`src/rtl/parking_gate_ctrl.sv`:
```
// -----------------------------------------------------------------------------
// parking_gate_ctrl
//
// Barrier controller for a single-entry, single-exit parking lot. Two
// independent two-state FSMs drive the entry and exit barriers. The occupancy
// counter follows the lane sensor pulses. An open entry barrier reserves a slot,
// so the lot cannot be oversubscribed while a car is still driving in.
//
// Ports
//   clk_i              system clock, all logic on the rising edge
//   reset_i            synchronous, active-high reset
//   entry_req_i        driver request at the entry barrier (level or pulse)
//   exit_req_i         driver request at the exit barrier (level or pulse)
//   entering_i         1-cycle pulse from the entry lane sensor: car fully entered
//   exiting_i          1-cycle pulse from the exit lane sensor: car fully exited
//   entry_gate_open_o  entry barrier drive (registered)
//   exit_gate_open_o   exit barrier drive (registered)
//   occupancy_o        cars inside (registered)
//   full_o             occupancy + open entry reservation >= CAPACITY
//   empty_o            occupancy == 0
//   entry_denied_o     1-cycle pulse, entry request refused because the lot is full
//   exit_denied_o      1-cycle pulse, exit request refused because the lot is empty
//   entry_timeout_o    1-cycle pulse, entry barrier closed by timeout
//   exit_timeout_o     1-cycle pulse, exit barrier closed by timeout
// -----------------------------------------------------------------------------
module parking_gate_ctrl #(
  parameter int CAPACITY = 16,   // parking spaces, >= 1
  parameter int CNT_W    = 5,    // must hold CAPACITY
  parameter int TIMEOUT  = 200,  // max open cycles without a passage, >= 2
  parameter int TO_W     = 8     // must hold TIMEOUT-1
) (
  input  logic             clk_i,
  input  logic             reset_i,
  input  logic             entry_req_i,
  input  logic             exit_req_i,
  input  logic             entering_i,
  input  logic             exiting_i,
  output logic             entry_gate_open_o,
  output logic             exit_gate_open_o,
  output logic [CNT_W-1:0] occupancy_o,
  output logic             full_o,
  output logic             empty_o,
  output logic             entry_denied_o,
  output logic             exit_denied_o,
  output logic             entry_timeout_o,
  output logic             exit_timeout_o
);

  localparam logic [CNT_W-1:0] CAP_OCC = CNT_W'(CAPACITY);
  localparam logic [CNT_W:0]   CAP_EXT = (CNT_W+1)'(CAPACITY);
  localparam logic [TO_W-1:0]  TO_LAST = TO_W'(TIMEOUT - 1);

  typedef enum logic {E_IDLE, E_OPEN} entry_state_e;
  typedef enum logic {X_IDLE, X_OPEN} exit_state_e;

  entry_state_e    entry_state_q;
  exit_state_e     exit_state_q;
  logic [TO_W-1:0] entry_timer_q, exit_timer_q;
  logic            entry_gate_q, exit_gate_q;
  logic            entry_denied_q, exit_denied_q;
  logic            entry_timeout_q, exit_timeout_q;
  logic [CNT_W-1:0] occupancy_q, occupancy_d;

  // Status decoded from registered state only, so no input reaches an output
  // combinationally. One extra bit so occupancy + reservation cannot wrap.
  logic [CNT_W:0] committed;
  logic           full, empty;

  assign committed = {1'b0, occupancy_q} + {{CNT_W{1'b0}}, entry_gate_q};
  assign full      = committed >= CAP_EXT;
  assign empty     = (occupancy_q == '0);

  // ---------------------------------------------------------------------------
  // Entry FSM
  // ---------------------------------------------------------------------------
  // NOTE: state is written with <= so every register samples the pre-edge values
  // of every other register, independent of statement order.
  always_ff @(posedge clk_i) begin
    if (reset_i) begin
      entry_state_q   <= E_IDLE;
      entry_timer_q   <= '0;
      entry_gate_q    <= 1'b0;
      entry_denied_q  <= 1'b0;
      entry_timeout_q <= 1'b0;
    end else begin
      entry_denied_q  <= 1'b0;
      entry_timeout_q <= 1'b0;
      case (entry_state_q)
        E_IDLE: begin
          if (entry_req_i) begin
            if (full) begin
              // A held request re-pulses every cycle while the lot stays full.
              entry_denied_q <= 1'b1;
            end else begin
              entry_state_q <= E_OPEN;
              entry_gate_q  <= 1'b1;
              entry_timer_q <= '0;
            end
          end
        end
        E_OPEN: begin
          // A passage takes priority over a timeout in the same cycle.
          if (entering_i) begin
            entry_state_q <= E_IDLE;
            entry_gate_q  <= 1'b0;
          end else if (entry_timer_q == TO_LAST) begin
            entry_state_q   <= E_IDLE;
            entry_gate_q    <= 1'b0;
            entry_timeout_q <= 1'b1;
          end else begin
            entry_timer_q <= entry_timer_q + 1'b1;
          end
        end
        default: entry_state_q <= E_IDLE;
      endcase
    end
  end

  // ---------------------------------------------------------------------------
  // Exit FSM (same structure; refusal when the lot is empty)
  // ---------------------------------------------------------------------------
  always_ff @(posedge clk_i) begin
    if (reset_i) begin
      exit_state_q   <= X_IDLE;
      exit_timer_q   <= '0;
      exit_gate_q    <= 1'b0;
      exit_denied_q  <= 1'b0;
      exit_timeout_q <= 1'b0;
    end else begin
      exit_denied_q  <= 1'b0;
      exit_timeout_q <= 1'b0;
      case (exit_state_q)
        X_IDLE: begin
          if (exit_req_i) begin
            // The pending entry reservation does not count as a car inside.
            if (empty) begin
              exit_denied_q <= 1'b1;
            end else begin
              exit_state_q <= X_OPEN;
              exit_gate_q  <= 1'b1;
              exit_timer_q <= '0;
            end
          end
        end
        X_OPEN: begin
          if (exiting_i) begin
            exit_state_q <= X_IDLE;
            exit_gate_q  <= 1'b0;
          end else if (exit_timer_q == TO_LAST) begin
            exit_state_q   <= X_IDLE;
            exit_gate_q    <= 1'b0;
            exit_timeout_q <= 1'b1;
          end else begin
            exit_timer_q <= exit_timer_q + 1'b1;
          end
        end
        default: exit_state_q <= X_IDLE;
      endcase
    end
  end

  // ---------------------------------------------------------------------------
  // Occupancy: sensors are authoritative, so pulses count even when the
  // matching barrier is closed (tailgating). Saturates at 0 and CAPACITY.
  // ---------------------------------------------------------------------------
  // NOTE: occupancy_d gets a default before any branch so no path leaves it
  // unassigned, which would otherwise infer a latch.
  always_comb begin
    occupancy_d = occupancy_q;
    if (entering_i && !exiting_i && (occupancy_q < CAP_OCC)) begin
      occupancy_d = occupancy_q + 1'b1;
    end else if (exiting_i && !entering_i && (occupancy_q != '0)) begin
      occupancy_d = occupancy_q - 1'b1;
    end
  end

  always_ff @(posedge clk_i) begin
    if (reset_i) begin
      occupancy_q <= '0;
    end else begin
      occupancy_q <= occupancy_d;
    end
  end

  assign entry_gate_open_o = entry_gate_q;
  assign exit_gate_open_o  = exit_gate_q;
  assign occupancy_o       = occupancy_q;
  assign full_o            = full;
  assign empty_o           = empty;
  assign entry_denied_o    = entry_denied_q;
  assign exit_denied_o     = exit_denied_q;
  assign entry_timeout_o   = entry_timeout_q;
  assign exit_timeout_o    = exit_timeout_q;

endmodule

```
`config.mk`:
```
export PLATFORM = sky130hd
export DESIGN_NAME = parking_gate_ctrl
export DESIGN_NICKNAME = d
export VERILOG_FILES = /design/src/rtl/parking_gate_ctrl.sv
export SDC_FILE = /design/constraint.sdc
export NUM_CORES = 1
export LEC_CHECK = 0
export CORE_AREA = 4 4 100 64
export DETAILED_ROUTE_END_ITERATION = 10
export DIE_AREA = 0 0 104 68
export SYNTH_ARGS = -nofsm -noshare
export SYNTH_HDL_FRONTEND = slang
export SYNTH_SLANG_ARGS = --single-unit
```
`constraint.sdc`:
```
create_clock -name clk_i -period 3.49 [get_ports clk_i]
set_input_delay 0.698 -clock clk_i [delete_from_list [all_inputs] [get_ports clk_i]]
set_output_delay 0.698 -clock clk_i [all_outputs]
set_load 0.005 [all_outputs]
```
==> flow_metrics.py <==
metrics = {
    "synth": {
        "ys_warn_count": 0,
        "ys_seq_area_share_pct": 36.2,
        "synthDistinctLibCells": 44,
        "yosys_register_bits": 29,
        "synth_cells": 182,
        "synth.net_count": 194,
        "synth_area_per_cell_um2": 8.81,
        "syn_area_mm2": 0.00160,
    },
    "die": {
        "start_util_pct": 29.3,
        "die_x_um": 104,
        "dieArea_mm2": 0.00707,
        "die_height_um": 68,
        "core_area_mm2": 0.00547,
        "row_count": 21,
        "ios": 19,
    },
    "cts": {
        "cts_resized": 0,
        "cts.sinks": 29,
        "holdBufCountCts": 0,
        "htreeDepth": 2,
        "cts_tree": "built",
        "post_cts_buffers": 0,
        "cts_buffer_depth": 2,
        "cts_inserted_buffers": 5,
        "clock-root-buffer": "clkbuf_8",
        "path_clk_slew_ps": 60,
        "clk_latency_ps": 280,
    },
    "placed_design": {
        "dp_worst_setup_slack_ps": 374,
        "post_dp_cell_area_mm2": 0.00183,
        "port_buffers": 18,
        "gp_congestion": 0.781,
        "hpwl_um": 2580,
        "post-place-cells": 260,
    },
    "grt": {
        "grt_max_degree": 24,
        "gr-total-overflow": 0,
        "grt_pass1_vias": 1263,
        "grt_pass1_wl_um": 6170,
        "antenna_found_initial": 0,
        "grt_use_total_pct": 10.8,
    },
    "sta": {
        "setup_violations": 0,
        "slew_viol_final": 0,
        "setup_slack_ps": 673,
        "worst_pin_slew_ps": 766,
        "layout_min_cycle_time_ps": 2820,
        "timing.final.hold_violations": 0,
        "fmax_mhz": 355,
        "period_share_pct": 80.7,
        "rsz0062_at_grt": "no",
        "finClkSkew_ps": 8.23,
        "slew_headroom_pct": 49.0,
        "fin_setup_tns_ps": 0,
    },
    "cells_and_area": {
        "stdcell_area_mm2": 0.00190,
        "finish.utilization_pct": 34.8,
        "area_growth_pct": 18.7,
        "drive_gt1_share_pct": 7.11,
        "fin_nets": 210,
        "antennaDiodeCount": 0,
        "layoutNonFillerInstCount": 266,
    },
    "critical_path": {
        "end_kind": "register",
        "criticalPathCategory": "in2reg",
        "cp_top_family": "buffers and inverters",
        "worst-path-buf-inv": 2,
        "crit_chain": "clkdlybuf4s50_1 > nor2b_1 > and2_1 > inv_1 > fa_1 > a21o_1 > a21o_1 > or3_1 > a31oi_1",
        "crit_path_max_fanout": 8,
        "cpPeakStageDelay_ps": 560,
        "arrival_ps": 3030,
        "crit_top_cell": "a21o_1",
        "cp_slowest_cell": "clkdlybuf4s50_1",
        "worstSetupStartpointType": "input port",
        "critical_path_required_ps": 3700,
    },
    "pwr": {
        "pwr-share-clk_pct": 22.9,
        "internal_power_uw": 702,
        "seq_power_share_pct": 39.8,
        "swShare_pct": 35.9,
        "p_leak_uw": 0.000657,
        "p_sw_uw": 393,
        "ir_worst_vdd_uv": 272,
        "powerDensity_mw_per_mm2": 575,
        "power_frac_comb_pct": 37.3,
    },
    "detailed_routing": {
        "dr_total_vias": 1379,
        "drc_errors": 0,
        "routed_via_density": 5.18,
        "drt_iter0_drc": 69,
        "drt_pass1_iterations": 4,
        "drt_wl_total_um": 3540,
        "drtAntennaViolNets": 0,
        "routedWlPerCell_um": 13.3,
    },
    "worst_hold_path": {
        "hp-class": "reg2reg",
    },
    "run_status": {
        "outcome": "finished, final reports clean",
    },
    "job": {
        "drv_cap": 0,
    },
}
## layer usage
metal | share of wire, % | track usage [%] | up-vias
li1 | - | - | 714
met1 | 55 | 15.9 | 637
met2 | 39 | 14.2 | 20
met3 | 4.9 | 3.86 | 8
met4 | 1.6 | 3.98 | 0
met5 | 0 | 0 | -
## logic make-up after synthesis
kind of cell | after synthesis | synth area share [%]
compound gates | 47 | 19.4
simple gates | 72 | 27.5
mux | 10 | 6.32
flops | 29 | 36.2
fa+ha+maj | 6 | 5.15
buf+inv | 16 | 4.37
xor+xnor | 2 | 1.09
## layout make-up
class	count	area [um2]
clock buffer	5	68.8
fill	577	3560
sequential	29	581
inverter	6	22.5
timing repair buffer	19	188
tap	69	86.3
multi-input combinational	137	953
clock inverter	1	5.00
## worst reg2reg max path: stages (launching register included)
cell	delay [ps]
dfxtp_1	380
inv_1	220
and2_1	230
inv_1	160
fa_1	430
a21o_1	170
a21o_1	180
or3_1	300
a31oi_1	130
## power groups by stage
stage               logic, uW  clock network, uW  registers (uW)
floorplan                 267                  0             431
global placement          407                  0             444
detailed placement        410                  0             442
CTS                       412                260             436
global route              457                275             444
finish                    408                250             436
## synthesized netlist by cell type, drive strengths merged
cell type   n  share of area, %
dfxtp      29                36
a211oi      6               3.1
or2         1              0.39
or4         1              0.47
o21ai      10               3.4
nor2b       2              0.78
mux2i       9               5.6
nor4        1               1.3
a41o        1              0.62
o2111ai     2               1.1
clkbuf      5               1.2
and3        3               1.2
xor2        2               1.1
a31o        1              0.55
ha          5               3.9
and2        3               1.2
nor3b       2              0.94
or3         6               2.3
nand2b      4               1.6
fa          1               1.2
a21boi      3               1.4
inv         6               1.4
mux2        1              0.70
a31oi       4               1.6
nand3      18               5.6
a21oi      13               4.3
nand4b      2               1.1
nor4b       2               1.5
buf         5               1.7
a311o       1              0.62
nor2        1              0.23
nand3b      5               2.3
nand2       6               1.4
nand4       6               2.3
nor3        9               2.8
a21o        6               2.8
## placed cells by master, fill, tap and decap left out, types with 2 or more instances in the layout
| cell | n |
|---|---|
| dfxtp_1 | 29 |
| nand3_1 | 18 |
| clkdlybuf4s50_1 | 18 |
| a21oi_1 | 12 |
| nor3_1 | 9 |
| mux2i_1 | 9 |
| o21ai_0 | 8 |
| inv_1 | 6 |
| nand2_1 | 6 |
| a21o_1 | 6 |
| nand4_1 | 6 |
| or3_1 | 6 |
| nand3b_1 | 5 |
| a211oi_1 | 5 |
| ha_1 | 5 |
| clkbuf_8 | 5 |
| nand2b_1 | 4 |
| a31oi_1 | 4 |
| and2_1 | 3 |
| and3_1 | 3 |
| nor2b_1 | 2 |
| nor3b_1 | 2 |
| nand4b_1 | 2 |
| xor2_1 | 2 |
| a21boi_0 | 2 |
| o2111ai_1 | 2 |
## path summary, 6_finish.rpt
path                    start                to  slack, ps  cells after the start
max reg2reg    occupancy_o[4]    occupancy_o[4]       1220                      8
min reg2reg  entry_timer_q[1]  entry_timer_q[1]        490                      2
min          entry_timer_q[1]  entry_timer_q[1]        490                      2
max                entering_i    occupancy_o[4]        670                      9
## stage by stage
stage | hold slack, ps | total power, uW
after floorplan | 452 | 698
after global placement | 471 | 851
after detailed placement | 480 | 853
after CTS | 488 | 1110
after global routing | 507 | 1180
final | 486 | 1090
(Power assumes the default switching activity.)
